<file path="config.mk">
export PLATFORM = sky130hd
export DESIGN_NAME = fifo_wr_arbiter
export DESIGN_NICKNAME = d
export VERILOG_FILES = /design/src/rtl/sdr_fifo_pkg.sv /design/src/rtl/rr_arbiter.sv /design/src/rtl/fifo_wr_arbiter.sv
export SDC_FILE = /design/constraint.sdc
export NUM_CORES = 1
export LEC_CHECK = 0
export ABC_AREA = 1
export CAP_MARGIN = 40
export CORE_UTILIZATION = 43
export DETAILED_ROUTE_END_ITERATION = 8
export PLACE_DENSITY = 0.94
export SYNTH_ARGS = -nofsm -noshare
export SYNTH_HDL_FRONTEND = slang
export SYNTH_SLANG_ARGS = --single-unit
</file>
<file path="constraint.sdc">
create_clock -name wr_clk -period 4.3 [get_ports wr_clk]
set_input_delay 0.86 -clock wr_clk [delete_from_list [all_inputs] [get_ports wr_clk]]
set_output_delay 0.86 -clock wr_clk [all_outputs]
set_load 0.05 [all_outputs]
</file>
<file path="src/rtl/sdr_fifo_pkg.sv">
//------------------------------------------------------------------------------
// sdr_fifo_pkg
// Shared types, word layout and helpers for the CDC FIFO write-side arbiter.
// Revision: 1.0
//------------------------------------------------------------------------------
`timescale 1ns/1ps
`default_nettype none

package sdr_fifo_pkg;

  localparam int DEF_NUM_CH    = 4;
  localparam int DEF_CH_W      = 2;
  localparam int DEF_DATA_W    = 29;
  localparam int DEF_FIFO_W    = 32;
  localparam int DEF_MAX_BURST = 16;
  localparam int DEF_IDLE_TO   = 8;

  localparam int LAST_BIT = DEF_FIFO_W - 1;
  localparam int CH_LSB   = DEF_DATA_W;

  typedef enum logic [0:0] {
    ARB_IDLE  = 1'b0,
    ARB_BURST = 1'b1
  } arb_state_e;

  function automatic logic [DEF_FIFO_W-1:0] pack_word(
    input logic                  last,
    input logic [DEF_CH_W-1:0]   ch,
    input logic [DEF_DATA_W-1:0] data
  );
    return {last, ch, data};
  endfunction

endpackage

`default_nettype wire

</file>
<file path="src/rtl/rr_arbiter.sv">
//------------------------------------------------------------------------------
// rr_arbiter
// Combinational round-robin pick: first set request at or above ptr, with wrap.
// Revision: 1.0
//------------------------------------------------------------------------------
`timescale 1ns/1ps
`default_nettype none

module rr_arbiter #(
  parameter int N = 4,
  parameter int W = $clog2(N)
) (
  input  logic [N-1:0] req,
  input  logic [W-1:0] ptr,
  output logic [W-1:0] gnt_idx,
  output logic         gnt_vld
);

  localparam logic [W:0] c_n = (W+1)'(N);

  logic [W:0]   w_sum;
  logic [W-1:0] w_idx;

  // Scan from the highest offset down so the lowest offset wins last.
  always_comb begin
    gnt_idx = ptr;
    gnt_vld = 1'b0;
    w_sum   = '0;
    w_idx   = '0;
    for (int k = N - 1; k >= 0; k--) begin
      w_sum = {1'b0, ptr} + (W+1)'(k);
      if (w_sum >= c_n) begin
        w_sum = w_sum - c_n;
      end
      w_idx = w_sum[W-1:0];
      if (req[w_idx]) begin
        gnt_idx = w_idx;
        gnt_vld = 1'b1;
      end
    end
  end

endmodule

`default_nettype wire

</file>
<file path="src/rtl/fifo_wr_arbiter.sv">
//------------------------------------------------------------------------------
// fifo_wr_arbiter
// Round-robin, burst-locked sharing of one async_fifo write port by NUM_CH sources.
// Revision: 1.0
//------------------------------------------------------------------------------
`timescale 1ns/1ps
`default_nettype none

module fifo_wr_arbiter
  import sdr_fifo_pkg::*;
#(
  parameter int NUM_CH    = DEF_NUM_CH,
  parameter int CH_W      = DEF_CH_W,
  parameter int DATA_W    = DEF_DATA_W,
  parameter int FIFO_W    = DEF_FIFO_W,
  parameter int MAX_BURST = DEF_MAX_BURST,
  parameter int IDLE_TO   = DEF_IDLE_TO
) (
  input  logic                     wr_clk,
  input  logic                     wr_rst_n,
  input  logic                     cfg_enable,
  input  logic [NUM_CH-1:0]        cfg_ch_mask,
  input  logic [NUM_CH-1:0]        s_valid,
  input  logic [NUM_CH*DATA_W-1:0] s_data,
  input  logic [NUM_CH-1:0]        s_last,
  output logic [NUM_CH-1:0]        s_ready,
  input  logic                     fifo_full,
  output logic                     fifo_wr_en,
  output logic [FIFO_W-1:0]        fifo_din,
  output logic                     busy,
  output logic [CH_W-1:0]          grant_ch,
  output logic [31:0]              word_count
);

  localparam int BEAT_W = $clog2(MAX_BURST + 1);
  localparam int TO_W   = $clog2(IDLE_TO + 1);

  localparam logic [BEAT_W-1:0] c_beat_last = BEAT_W'(MAX_BURST - 1);
  localparam logic [BEAT_W-1:0] c_beat_one  = BEAT_W'(1);
  localparam logic [TO_W-1:0]   c_to_last   = TO_W'(IDLE_TO - 1);
  localparam logic [TO_W-1:0]   c_to_one    = TO_W'(1);
  localparam logic [CH_W-1:0]   c_ch_max    = CH_W'(NUM_CH - 1);
  localparam logic [CH_W-1:0]   c_ch_one    = CH_W'(1);

  arb_state_e        r_state;
  logic [CH_W-1:0]   r_rr_ptr;
  logic [CH_W-1:0]   r_grant_ch;
  logic [BEAT_W-1:0] r_beat_cnt;
  logic [TO_W-1:0]   r_to_cnt;
  logic [31:0]       r_word_count;

  logic [NUM_CH-1:0] w_req;
  logic [CH_W-1:0]   w_arb_idx;
  logic              w_arb_vld;
  logic              w_burst;
  logic              w_g_valid;
  logic              w_g_last;
  logic [DATA_W-1:0] w_g_data;
  logic              w_xfer;
  logic              w_idle_cyc;
  logic              w_end;

  assign w_req = s_valid & cfg_ch_mask;

  rr_arbiter #(
    .N (NUM_CH),
    .W (CH_W)
  ) u_rr_arbiter (
    .req     (w_req),
    .ptr     (r_rr_ptr),
    .gnt_idx (w_arb_idx),
    .gnt_vld (w_arb_vld)
  );

  assign w_burst    = (r_state == ARB_BURST);
  assign w_g_valid  = s_valid[r_grant_ch];
  assign w_g_last   = s_last[r_grant_ch];
  assign w_g_data   = s_data[r_grant_ch*DATA_W +: DATA_W];
  assign w_xfer     = w_burst & w_g_valid & ~fifo_full;
  assign w_idle_cyc = w_burst & ~w_g_valid & ~fifo_full;

  // Any combination of end conditions collapses into one exit.
  assign w_end = (w_xfer & (w_g_last | (r_beat_cnt == c_beat_last)))
               | (w_idle_cyc & (r_to_cnt == c_to_last));

  always_comb begin
    s_ready = '0;
    if (w_burst && !fifo_full) begin
      s_ready[r_grant_ch] = 1'b1;
    end
  end

  assign fifo_wr_en = w_xfer;
  assign fifo_din   = {w_g_last, r_grant_ch, w_g_data};
  assign busy       = w_burst;
  assign grant_ch   = r_grant_ch;
  assign word_count = r_word_count;

  always_ff @(posedge wr_clk or negedge wr_rst_n) begin
    if (!wr_rst_n) begin
      r_state      <= ARB_IDLE;
      r_rr_ptr     <= '0;
      r_grant_ch   <= '0;
      r_beat_cnt   <= '0;
      r_to_cnt     <= '0;
      r_word_count <= '0;
    end else begin
      case (r_state)
        ARB_IDLE: begin
          if (cfg_enable && w_arb_vld) begin
            r_grant_ch <= w_arb_idx;
            r_state    <= ARB_BURST;
          end
        end
        ARB_BURST: begin
          if (w_xfer) begin
            r_word_count <= r_word_count + 32'd1;
            r_beat_cnt   <= r_beat_cnt + c_beat_one;
            r_to_cnt     <= '0;
          end else if (w_idle_cyc) begin
            r_to_cnt <= r_to_cnt + c_to_one;
          end
          if (w_end) begin
            r_state    <= ARB_IDLE;
            r_rr_ptr   <= (r_grant_ch == c_ch_max) ? '0 : r_grant_ch + c_ch_one;
            r_beat_cnt <= '0;
            r_to_cnt   <= '0;
          end
        end
      endcase
    end
  end

endmodule

`default_nettype wire

</file>
==> flow_summary.json <==
{
  "tns_ps": 0,
  "fmax_mhz": 280,
  "place.gp.congestion": 0.910,
  "final_common_cell": "clkdlybuf4s50_1",
  "postLayoutCoreUtil_pct": 69.3,
  "synth_fp_nets": 748,
  "grt_pass1_wl_um": 21500,
  "tightest_slew_ps": 873,
  "track_usage_pct": 30.0,
  "power_frac_comb_pct": 74.6,
  "timing.final.max_slew_violations": 0,
  "cts_max_level": 2,
  "seqPwrFrac_pct": 17.6,
  "post_drt_via_cell_ratio": 5.34,
  "dieWidth_um": 96.3,
  "ctsResizeCount": 0,
  "syn_avg_cell_area_um2": 6.29,
  "ctsHoldBuffers": 0,
  "setup_viol": 0,
  "p_int_mw": 1.52,
  "critPathCaptureType": "output port",
  "critPathMaxFanout": 33,
  "yosysSeqAreaShare_pct": 30.1,
  "pwr-share-clk_pct": 7.8,
  "setup.worst_path.class": "flip-flop to output port",
  "worst-path-buf-inv": 2,
  "cts_root_buf": "clkbuf_8",
  "status": "completed",
  "clkSlewWorstSetupHoldPaths_ps": 90,
  "first_iter_violations": 262,
  "cts_tree": "yes",
  "antenna_found_initial": 2,
  "wl_um": 13800,
  "min_path_type": "input pin to asynchronous set/reset pin",
  "power_density_nw_per_um2": 599,
  "first_global_vias": 4694,
  "slowest_stage": "clkdlybuf4s50_1",
  "grt_overflow": 0,
  "place_hpwl_um": 11200,
  "drive_above_1_share_pct": 4.52,
  "clk_path_buf_depth": 2,
  "ys_types": 27,
  "rsz0062_at_grt": "false",
  "cp.required_ps": 3440,
  "yosysWarnings": 0,
  "peakVddDrop_mv": 0.663,
  "most-common-layout-cells": "clkdlybuf4s50_1, nand2_1, nor2_1",
  "cap_viol_max_count": 0,
  "regArea_um2": 1150,
  "relSlewSlack_pct": 41.7,
  "post_cts_buffers": 0,
  "hold_viol_final": 0,
  "remaining_drc_errors": 0,
  "clock_sinks": 46,
  "dieArea_um2": 9280,
  "ys_ff_latch": 46,
  "slowest_delay_ps": 870,
  "p_sw_share_pct": 57.9,
  "syn_to_final_growth_pct": 57.2,
  "skew_ps": 16.8,
  "num_vias": 4840,
  "rows": 34,
  "worst_ep_arrival_time_ps": 2710,
  "cts_buffers": 5,
  "start_util_pct": 44.1,
  "multiInputGateArea_um2": 2370,
  "clk_latency_ps": 300,
  "core_um2": 8680,
  "start_kind": "flip-flop",
  "whs_ps": 490,
  "syn_area_um2": 3830,
  "nets": 936,
  "io_buffers": 203,
  "wl_per_cell_um": 15.3,
  "io_pins": 204,
  "grt_max_degree": 70,
  "crit_family": "buffers and inverters",
  "crit_path_cell_trace": "inv_1, o21ai_0, o22ai_1, clkdlybuf4s50_1",
  "fillCellCount": 721,
  "synth_cells": 608,
  "period_share_pct": 83.1,
  "antenna_left": 0,
  "power.leakage_nw": 2.55,
  "die_height_um": 96.3,
  "drt_pass1_iterations": 5,
  "post-route-min-period_ps": 3570,
  "switchingPower_mw": 2.09
}
[cells in the mapped netlist]
cell	number	share of area (%)
buf_1	1	0.098
nor3_2	6	1.6
clkbuf_1	16	1.6
dfrtp_1	46	30
ha_1	8	2.6
a22o_1	1	0.23
inv_1	41	4.0
o21ai_0	67	8.8
xnor2_1	4	0.92
nor2_1	110	11
or2_2	1	0.16
nand2_2	4	0.65
a21oi_2	1	0.23
inv_2	5	0.49
o22ai_1	29	4.7
nand3b_1	4	0.78
nor3_1	12	1.6
nand2_1	173	17
buf_2	6	0.78
o21ai_2	1	0.23
buf_4	5	0.98
nor2_8	1	0.52
o21ai_1	1	0.13
xor2_1	24	5.5
nand4_1	5	0.82
nand3_1	35	4.6
o31ai_1	1	0.20
[power by group through the flow]
stage / Combinational (mW) / Clock (mW) / Sequential [mW]
2_1_floorplan: 1.64 / 0 / 0.818
3_3_place_gp: 2.61 / 0 / 0.633
3_5_place_dp: 2.67 / 0 / 0.641
4_1_cts: 2.68 / 0.284 / 0.632
5_1_grt: 2.86 / 0.301 / 0.650
6_report: 2.69 / 0.281 / 0.635
[sequential cells by signal (all words and copies together) (netlist names)]
register,cells
busy,1
grant_ch,2
r_beat_cnt,5
r_rr_ptr,2
r_to_cnt,4
word_count,32
[worst paths after layout]
check / slack, ps / from / depth (start not counted) / endpoint
worst max-delay path: 730 / grant_ch[1] / 4 / fifo_din[6]
worst min-delay path: 490 / wr_rst_n / 1 / word_count[28]
worst max register to register: 1590 / grant_ch[0] / 10 / word_count[12]
worst min register to register: 520 / r_beat_cnt[3] / 2 / r_beat_cnt[3]
max in group asynchronous: 3300 / wr_rst_n / 2 / word_count[17]
min in group wr_clk: 520 / r_beat_cnt[3] / 2 / r_beat_cnt[3]
[metal layers]
| metal | global-route usage, % | share of wire, % |
|---|---|---|
| met3 | 6.24 | 7.7 |
| met2 | 53.5 | 50 |
| met1 | 34.4 | 39 |
| met4 | 12.9 | 3.0 |
| met5 | 0 | 0 |
[area by class of cell]
type	instances	area share (%)
sequential	46	19.2
multi-input combinational	488	39.4
clock inverter	2	0.208
clock buffer	6	1.37
timing repair buffer	209	34.6
antenna	2	0.0832
inverter	46	2.87
tap	108	2.25
[stage by stage]
stage / instance area [um2] / instances / power [mW] / setup slack (ps)
final: 6010 / 907 / 3.60 / 726
after global routing: 6010 / 907 / 3.82 / 618
after CTS: 6010 / 905 / 3.60 / 741
after detailed placement: 5910 / 897 / 3.31 / 830
after global placement: 5890 / 896 / 3.24 / 852
after floorplan: 3830 / 608 / 2.46 / 1180
[cells by family (layout without fill, tap and decap cells)]
logic type,count (synthesis),in the layout,share of synthesized area [%]
buf+inv,74,263,7.95
other cells,0,2,0
flops,46,46,30.1
fa+ha+maj,8,8,2.62
xor+xnor,28,28,6.41
compound gates,101,101,14.5
simple gates,351,351,38.4
No activity file was read; power rests on OpenSTA's default activity.
